### src/rtl/cp0_irq_ctrl.sv
// Interrupt aggregator feeding cp0: edge-detect, pend, mask, priority-select, one request in flight.
// Latency: src rise -> ir_in 2 edges (4 edges with CP0_IRQ_SYNC_EN defined: 2-flop src synchroniser).
// Backpressure: after a request, no further ir_in until cp0 pulses eret; events keep pending meanwhile.
//
// Ports:
//   clk, rst            clock, synchronous active-high reset
//   src[N_SRC]          raw interrupt lines, rising edge = event
//   mask_we, mask_wdata mask register write (1 = source enabled)
//   eret                handler-return pulse from cp0
//   ir_in               registered one-cycle request pulse
//   irq_id              id of requested/serviced source, held until next request
//   busy                high while a request is outstanding (REQ or SERVICE)
//   pending, mask       register copies
//
// Optional build macro: CP0_IRQ_SYNC_EN (adds a 2-flop synchroniser on every src bit).

module cp0_irq_ctrl #(
  parameter int               N_SRC    = 4,
  parameter logic [N_SRC-1:0] MASK_RST = {N_SRC{1'b1}}
) (
  input  logic             clk,
  input  logic             rst,
  input  logic [N_SRC-1:0] src,
  input  logic             mask_we,
  input  logic [N_SRC-1:0] mask_wdata,
  input  logic             eret,
  output logic             ir_in,
  output logic [3:0]       irq_id,
  output logic             busy,
  output logic [N_SRC-1:0] pending,
  output logic [N_SRC-1:0] mask
);

  typedef enum logic [1:0] {
    IDLE    = 2'd0,
    REQ     = 2'd1,
    SERVICE = 2'd2
  } state_t;

  state_t           state;
  state_t           state_nxt;
  logic [N_SRC-1:0] src_s;
  logic [N_SRC-1:0] src_q;
  logic [N_SRC-1:0] rise;
  logic [N_SRC-1:0] eligible;
  logic [N_SRC-1:0] win_oh;
  logic [3:0]       win_id;
  logic             grant;

`ifdef CP0_IRQ_SYNC_EN
  logic [N_SRC-1:0] sync1;
  logic [N_SRC-1:0] sync2;

  always_ff @(posedge clk) begin
    if (rst) begin
      sync1 <= '0;
      sync2 <= '0;
    end else begin
      sync1 <= src;
      sync2 <= sync1;
    end
  end

  assign src_s = sync2;
`else
  assign src_s = src;
`endif

  // Edge history clears on reset, so a line already high afterwards is one event.
  always_ff @(posedge clk) begin
    if (rst) begin
      src_q <= '0;
    end else begin
      src_q <= src_s;
    end
  end

  assign rise     = src_s & ~src_q;
  assign eligible = pending & mask;

  // Lowest index wins: scan downward so the last hit is the lowest set bit.
  always_comb begin
    win_id = '0;
    win_oh = '0;
    for (int i = N_SRC - 1; i >= 0; i--) begin
      if (eligible[i]) begin
        win_id    = 4'(i);
        win_oh    = '0;
        win_oh[i] = 1'b1;
      end
    end
  end

  always_comb begin
    state_nxt = state;
    grant     = 1'b0;
    case (state)
      IDLE: begin
        if (|eligible) begin
          state_nxt = REQ;
          grant     = 1'b1;
        end
      end
      REQ: begin
        state_nxt = eret ? IDLE : SERVICE;
      end
      SERVICE: begin
        if (eret) begin
          state_nxt = IDLE;
        end
      end
      default: begin
        state_nxt = IDLE;
      end
    endcase
  end

  always_ff @(posedge clk) begin
    if (rst) begin
      state   <= IDLE;
      ir_in   <= 1'b0;
      irq_id  <= '0;
      pending <= '0;
      mask    <= MASK_RST;
    end else begin
      state <= state_nxt;
      // ir_in is high exactly for the cycle spent in REQ.
      ir_in <= grant;
      if (grant) begin
        irq_id <= win_id;
      end
      // A new rise on the winner in the grant cycle wins over the clear.
      pending <= (pending & ~(grant ? win_oh : '0)) | rise;
      if (mask_we) begin
        mask <= mask_wdata;
      end
    end
  end

  assign busy = (state != IDLE);

endmodule

### config.mk
export PLATFORM = sky130hd
export DESIGN_NAME = cp0_irq_ctrl
export DESIGN_NICKNAME = d
export VERILOG_FILES = /design/src/rtl/cp0_irq_ctrl.sv
export SDC_FILE = /design/constraint.sdc
export NUM_CORES = 1
export LEC_CHECK = 0
export CORE_MARGIN = 10
export CORE_UTILIZATION = 35
export DETAILED_ROUTE_END_ITERATION = 7
export PLACE_DENSITY_LB_ADDON = 0.3
export SYNTH_ARGS = -nofsm -noshare
export SYNTH_HDL_FRONTEND = slang
export SYNTH_SLANG_ARGS = --single-unit
### constraint.sdc
create_clock -name clk -period 2.1 [get_ports clk]
set_clock_uncertainty 0.2 [all_clocks]
set_input_delay 0.315 -clock clk [delete_from_list [all_inputs] [get_ports clk]]
set_output_delay 0.315 -clock clk [all_outputs]
set_load 0.02 [all_outputs]
Word level (Yosys, flattened, before mapping)
Cells that the tools add are included.
Storage, ports and cells
  bits in registers: 19
  bits of input ports: 12
  output and inout bits: 14
  logic and storage cells: 35
Operators by class
  eq/ne operators: 4
  multiplexer cells: 15
  bitwise logic cells: 6
  reduce and logical (&&, ||, !) cells: 4
Operator list (number)
  2-to-1 mux 4 bit: 8
  AND 4 bit: 3
  2-to-1 mux 2 bit: 4
  NOT 4 bit: 2
  case mux 2 bit (3 select lines): 1
  != test 2 bit (second input constant): 2
  bitwise OR 4 bit: 1
  OR reduction 4 bit: 1
  equality test 2 x 1 -> 1 bit (second input constant): 1
  equality test 2 bit (second input constant): 1
  logical NOT 2 bit: 1
  2-to-1 mux 1 bit: 2
  AND reduction 2 bit: 1
  nonzero test 2 bit: 1

Longest topological paths before layout
Gate-level depths: netlist (run 1).
  word-level depth: 9
  depth in mapped cells: 3
  gate-level depth less buffers: 3

Least setup slack after synthesis (run 1)
No wires, ideal clock.
  path type: reg2reg
  from: register mask[0]
  to: register pending[0]
  library setup time: 0.119 ns
  arrival time: 1.021 ns
  required time: 1.781 ns
  slack: 0.761 ns
  cell stages (with the launch flop): 4
  path buffers: 0
  clock period less this slack: 1.339 ns
  path through: dfxtp_1 -> a22o_2 -> o21ai_4 -> o221a_2
Between the ends
  cells in the longest elaborated chain, start to end: 8
  elaborated cells between the ends (all ways): 9
  those cells by class: mux (4); bitwise (4); reduce/logical (1)
RTL lines
  start, declared: RTL line 31  | output logic [N_SRC-1:0] mask
  start signal, assigned: RTL line 135  | mask <= mask_wdata;
  AND 4 bit *: RTL line 79  | assign eligible = pending & mask;
  OR reduction 4 bit: RTL line 99  | if (|eligible) begin
  2-to-1 mux 1 bit: RTL line 99
  2-to-1 mux 1 bit: RTL line 97  | case (state)
  2-to-1 mux 4 bit *: RTL line 133  | pending <= (pending & ~(grant ? win_oh : '0)) | rise;
  NOT 4 bit *: RTL line 133
  AND 4 bit *: RTL line 133
  bitwise OR 4 bit *: RTL line 133
  end signal, assigned: RTL line 133
  end, declared: RTL line 30  | output logic [N_SRC-1:0] pending,
Mark *: on every way between the ends. The rest lies on a longest branch, timed or not.
A chain may end at the register's enable or synchronous reset.

Worst setup path in the final report (run 1)
  from: register state[0]
  to: output port busy
Between the ends
  cells in the longest elaborated chain, start to end: 1
RTL lines
  start, declared: RTL line 40  | state_t state;
  start signal, assigned: RTL line 126  | state <= state_nxt;
  nonzero test 2 bit: RTL line 140  | assign busy = (state != IDLE);
  end, declared: RTL line 29  | output logic busy,
Every way passes these cells.

==> results.yml, run 1 <==
timing:
  post-route-min-period_ns: 1.97
  timing.final.ws_setup_ns: 0.131
  period_share: 0.938
  setup_tns_ns: 0
  rsz0062_at_grt: "no"
  slew_violations: 0
  hold_violations: 0
  setup_viol: 0
  fmax_mhz: 508
layout:
  antenna_cells: 0
  drive_above_1_share: 0.108
  final_util: 0.538
  final_nets: 106
  synthToLayoutAreaGrowth_pct: 43.1
floorplan:
  fp.dieW_microns: 63.3
  core-area_sq_um: 1750
  die-area_sq_um: 4000
  start_util: 0.376
  fp.dieH_microns: 63.3
  fp-row-count: 15
  io_pins: 26
global_route:
  grt_max_degree: 11
  overflow: 0
  antenna_found_initial: 0
  grt_pass1_wl_microns: 2660
  grt_pass1_vias: 636
  gr-usage-all-layers: 0.0798
status:
  outcome: "finished, final reports clean"
synth:
  seq_area_frac_synth: 0.519
  synth_area_sq_um: 656
  synth.area.top_cells: "dfxtp_1 52%, nor2b_1 6.7%, a21oi_1 3.1%"
  synth_top_cell_area_share: 0.519
  synth_cell_types: 25
  syn_avg_cell_area_sq_um: 9.64
  ys_ff_latch: 17
  ys_warn_count: 0
  synth_top_area_cell: "dfxtp_1"
  syn_inst: 68
worst_setup_path:
  critPathTopFamily: "buffers and inverters"
  cp-end-kind: "output pin"
  crit_path_start_kind: "flip-flop"
  crit_path_max_fanout: 5
  crit_path_max_incr_delay_ns: 0.59
  slowest_stage: "clkdlybuf4s50_1"
  critical_path_class: "flip-flop to output pin"
  crit_arrival_ns: 1.45
  crit_buf_inv: 2
  crit_chain: "nor2_4 > inv_1 > clkdlybuf4s50_1"
  critPathRequiredTime_ns: 1.58
clock_network:
  clk_pin_slew_ns: 0.10
  clock_path_buffers: 2
  clock_latency_ns: 0.29
  tritoncts: "yes"
  numCtsBuffers: 3
  cts-root-buf: "clkbuf_4"
  postCtsSetupBuffers: 0
  htreeDepth: 1
  clock-sinks: 17
job:
  cap_violations: 0
routing:
  via_per_inst: 4.67
  drt-initial-drc-count: 10
  firstDrtPassIters: 4
  routed_wl_microns: 1520
  num_vias: 551
  wl_per_cell_microns: 12.9
  ant_nets: 0
  drc: 0
power:
  vdd_drop_max_mv: 0.370
  leakagePower_nw: 0.386
  power_density_nw_per_um2: 813
worst_hold_path:
  min_path_type: "flip-flop to flip-flop"
placed_design:
  portBuffers: 23
  routabilityCongestion: 0.737
  dp_hpwl_microns: 1220
  place_ws_ns: 0.406
-- power by group --
group | internal [mW] | switching [mW]
logic | 0.108 | 0.0991
clock network | 0.0707 | 0.105
registers | 0.353 | 0.0264
-- per-stage QoR --
step                      instance area (sq um)  instances  hold slack [ns]  power [mW]
final                                       938        118            0.277       0.763
after global routing                        938        118            0.335       0.811
after CTS                                   933        118            0.281       0.765
after detailed placement                    906        114            0.265       0.594
after global placement                      906        114            0.262       0.590
after floorplan                             659         69            0.192       0.503
-- flip-flops by register name, summed over array words and instances (netlist names) --
name	count
mask	4
pending	4
src_q	4
irq_id	2
state	2
ir_in	1
-- cell families after synthesis --
logic type | count (synthesis) | share of synthesized area
other cells | 1 | 0.00572
xor+xnor | 1 | 0.0134
compound gates | 18 | 0.212
simple gates | 20 | 0.156
buf+inv | 9 | 0.0630
mux | 2 | 0.0305
flops | 17 | 0.519
-- per-layer routing --
layer / wire, microns / up-vias / share of wire / track usage
met1: 696 / 249 / 0.46 / 0.0869
met2: 661 / 18 / 0.43 / 0.124
li1: - / 282 / - / -
met4: 8 / 0 / 0.0053 / 0.0246
met3: 156 / 2 / 0.10 / 0.0512
met5: 0 / - / 0 / 0
-- layout make-up --
type | count | area [sq um]
fillers | 182 | 807
clock buffers | 3 | 22.5
repair buffers | 24 | 238
multi-input cells | 43 | 283
inverters | 5 | 18.8
clock inverters | 1 | 5.00
well taps | 25 | 31.3
flip-flops and latches | 17 | 340
-- cells in the final DEF (no fill, tap or decap), types with 2 or more instances in the layout --
cell type / Yosys / layout
a21oi_1: 4 / 4
clkbuf_4: 0 / 3
clkdlybuf4s50_1: 0 / 23
conb_1: 1 / 2
dfxtp_1: 17 / 17
inv_1: 5 / 5
mux2i_1: 2 / 2
nand2_1: 5 / 5
nand2b_1: 2 / 2
nor2_1: 3 / 3
nor2b_1: 7 / 7
nor3_1: 2 / 2
o211ai_1: 2 / 2
o21ai_0: 3 / 3
-- worst register-to-register path, stage by stage, from the launching register on --
cell and delay, ns:
dfxtp_1 0.36, a22o_2 0.31, nor3_1 0.26, a31oi_1 0.13
-- final timing paths --
path	start	endpoint	slack (ns)	cells after the start
worst max-delay path	state[0]	busy	0.13	3
worst min register to register	irq_id[0]	irq_id[0]	0.28	2
worst max register to register	pending[0]	pending[3]	0.72	3
worst min-delay path	irq_id[0]	irq_id[0]	0.28	2
-- Yosys cell counts, drive strengths merged --
master and count:
nor2 4, a211oi 1, inv 5, a31oi 1
a221oi 1, buf 2, a211o 1, nor2b 7
clkbuf 2, o211ai 2, a22o 2, nand2b 2
nand2 5, nor3 2, a32o 1, conb 1
mux2i 2, o221a 1, a21oi 4, o21ai 4
dfxtp 17, xnor2 1
-- what timing repair did --
action,CTS,global route
gates resized for setup,0,1
setup endpoints to repair,0,1
hold buffers,0,0
Note: power is estimated with default switching activity, not from simulation.
==> run 2: changes to the inputs <==
--- a/config.mk
+++ b/config.mk
@@ -5,7 +5,7 @@
 export SDC_FILE = /design/constraint.sdc
 export NUM_CORES = 1
 export LEC_CHECK = 0
-export CORE_MARGIN = 10
+export CORE_MARGIN = 2
 export CORE_UTILIZATION = 35
 export DETAILED_ROUTE_END_ITERATION = 7
 export PLACE_DENSITY_LB_ADDON = 0.3
==> run 2 against run 1 <==
Net effect: cell count is the same; cell area shrank 0.13%; wire length shrank 18%; worst hold slack worse by 0.0073 ns; fmax fell by 0.39%; critical path depth is the same; largest cell class unchanged; clock power fell by 3%; highest routed layer unchanged; worst setup slack got worse by 0.0077 ns; power shrank 1.2%; combinational power about the same.
==> results.yml, run 2 (synthesis results as in run 1) <==
status:
  outcome: "finished, final reports clean"
clock_network:
  tritoncts: "yes"
  postCtsSetupBuffers: 0
  clk_pin_slew_ns: 0.09
  htreeDepth: 1
  clock_latency_ns: 0.28
  clock_path_buffers: 2
  numCtsBuffers: 3
  ctsHoldBuffers: 0
  cts-root-buf: "clkbuf_4"
  clock-sinks: 17
  cts_resized: 0
timing:
  hold_slack_ns: 0.270
  hold_violations: 0
  period_share: 0.941
  rsz0062_at_grt: "no"
  setup_viol: 0
  setup_tns_ns: 0
  post-route-min-period_ns: 1.98
  slew_violations: 0
  fmax_mhz: 506
placed_design:
  routabilityCongestion: 0.698
  portBuffers: 23
  dp_hpwl_microns: 945
worst_setup_path:
  slowest_stage: "clkdlybuf4s50_1"
  crit_chain: "nor2_4 > inv_1 > clkdlybuf4s50_1"
  reg2reg_setup_slack_ns: 0.76
  crit_path_max_fanout: 5
  critical_path_class: "flip-flop to output pin"
  crit_arrival_ns: 1.46
  crit_path_start_kind: "flip-flop"
  cp-end-kind: "output pin"
  critPathRequiredTime_ns: 1.58
  crit_path_max_incr_delay_ns: 0.59
layout:
  drive_above_1_share: 0.0968
  layout_common_cells: "23 x clkdlybuf4s50_1, 17 x dfxtp_1, 7 x nor2b_1"
  antenna_cells: 0
  final_common_cell: "clkdlybuf4s50_1"
  reg_top3: "mask x4, pending x4, src_q x4"
  synthToLayoutAreaGrowth_pct: 42.9
  final_nets: 106
routing:
  highest_layer: "met4"
  drt-initial-drc-count: 2
  via_per_inst: 4.61
  wl_met1_microns: 607
  ant_nets: 0
  met2_length_microns: 539
  wl_per_cell_microns: 10.6
  num_vias: 544
  firstDrtPassIters: 3
  wl_met3_microns: 81
  routed_wl_microns: 1250
  drc: 0
global_route:
  antenna_found_initial: 0
  gr-usage-all-layers: 0.132
  grt_max_degree: 11
  overflow: 0
  grt_pass1_wl_microns: 1990
  grt_pass1_vias: 475
worst_hold_path:
  min_path_type: "flip-flop to flip-flop"
floorplan:
  fp.dieW_microns: 47.3
  die-area_sq_um: 2240
  core-area_sq_um: 1750
  start_util: 0.376
  fp-row-count: 15
  fp.dieH_microns: 47.3
  io_pins: 26
power:
  vdd_drop_max_mv: 0.475
  power_density_nw_per_um2: 804
  leakagePower_nw: 0.383
job:
  cap_violations: 0
run 2: cell types whose count changed in the layout (fill, tap and decap cells not counted):
cell,change
clkbuf_1,+1
clkinv_2,-1
run 2: critical path, delay by kind of cell, from the launching register on:
family	cells	cell delay, ns
flops	1	0.45
simple gates	1	0.08
buf+inv	2	0.65
run 2: cell type report:
cell class                      count  area (sq um)
Clock buffer                        4          26.3
Fill cell                         164           808
Inverter                            5          18.8
Multi-Input combinational cell     43           283
Sequential cell                    17           340
Tap cell                           25          31.3
Timing Repair Buffer               24           238
run 2: path summary, 6_finish.rpt:
kind,startpoint,end,cells after the start
min reg2reg,irq_id[0],irq_id[0],2
max reg2reg,mask[0],pending[3],3
min,irq_id[0],irq_id[0],2
max,state[1],busy,3
run 2: layer usage:
metal	up-vias	GRT usage
li1	281	-
met1	240	0.179
met2	19	0.181
met3	4	0.0500
met4	0	0.0667
met5	-	0
run 2: report_power, final:
part / internal, mW / leakage, nW / total [mW] / switching [mW]
logic: 0.108 / 0.228 / 0.204 / 0.0968
registers: 0.353 / 0.141 / 0.380 / 0.0261
clock network: 0.0737 / 0.0150 / 0.170 / 0.0959
total: 0.535 / 0.383 / 0.754 / 0.219
run 2: stage by stage:
stage,area (sq um),power (mW),std cells,utilization,setup slack [ns]
CTS,932,0.760,118,0.534,0.0852
detailed placement,906,0.589,114,0.519,0.415
global placement,906,0.587,114,0.519,0.431
finish,937,0.754,118,0.537,0.123
global route,937,0.797,118,0.537,0.0371
floorplan,659,0.503,69,-,0.761
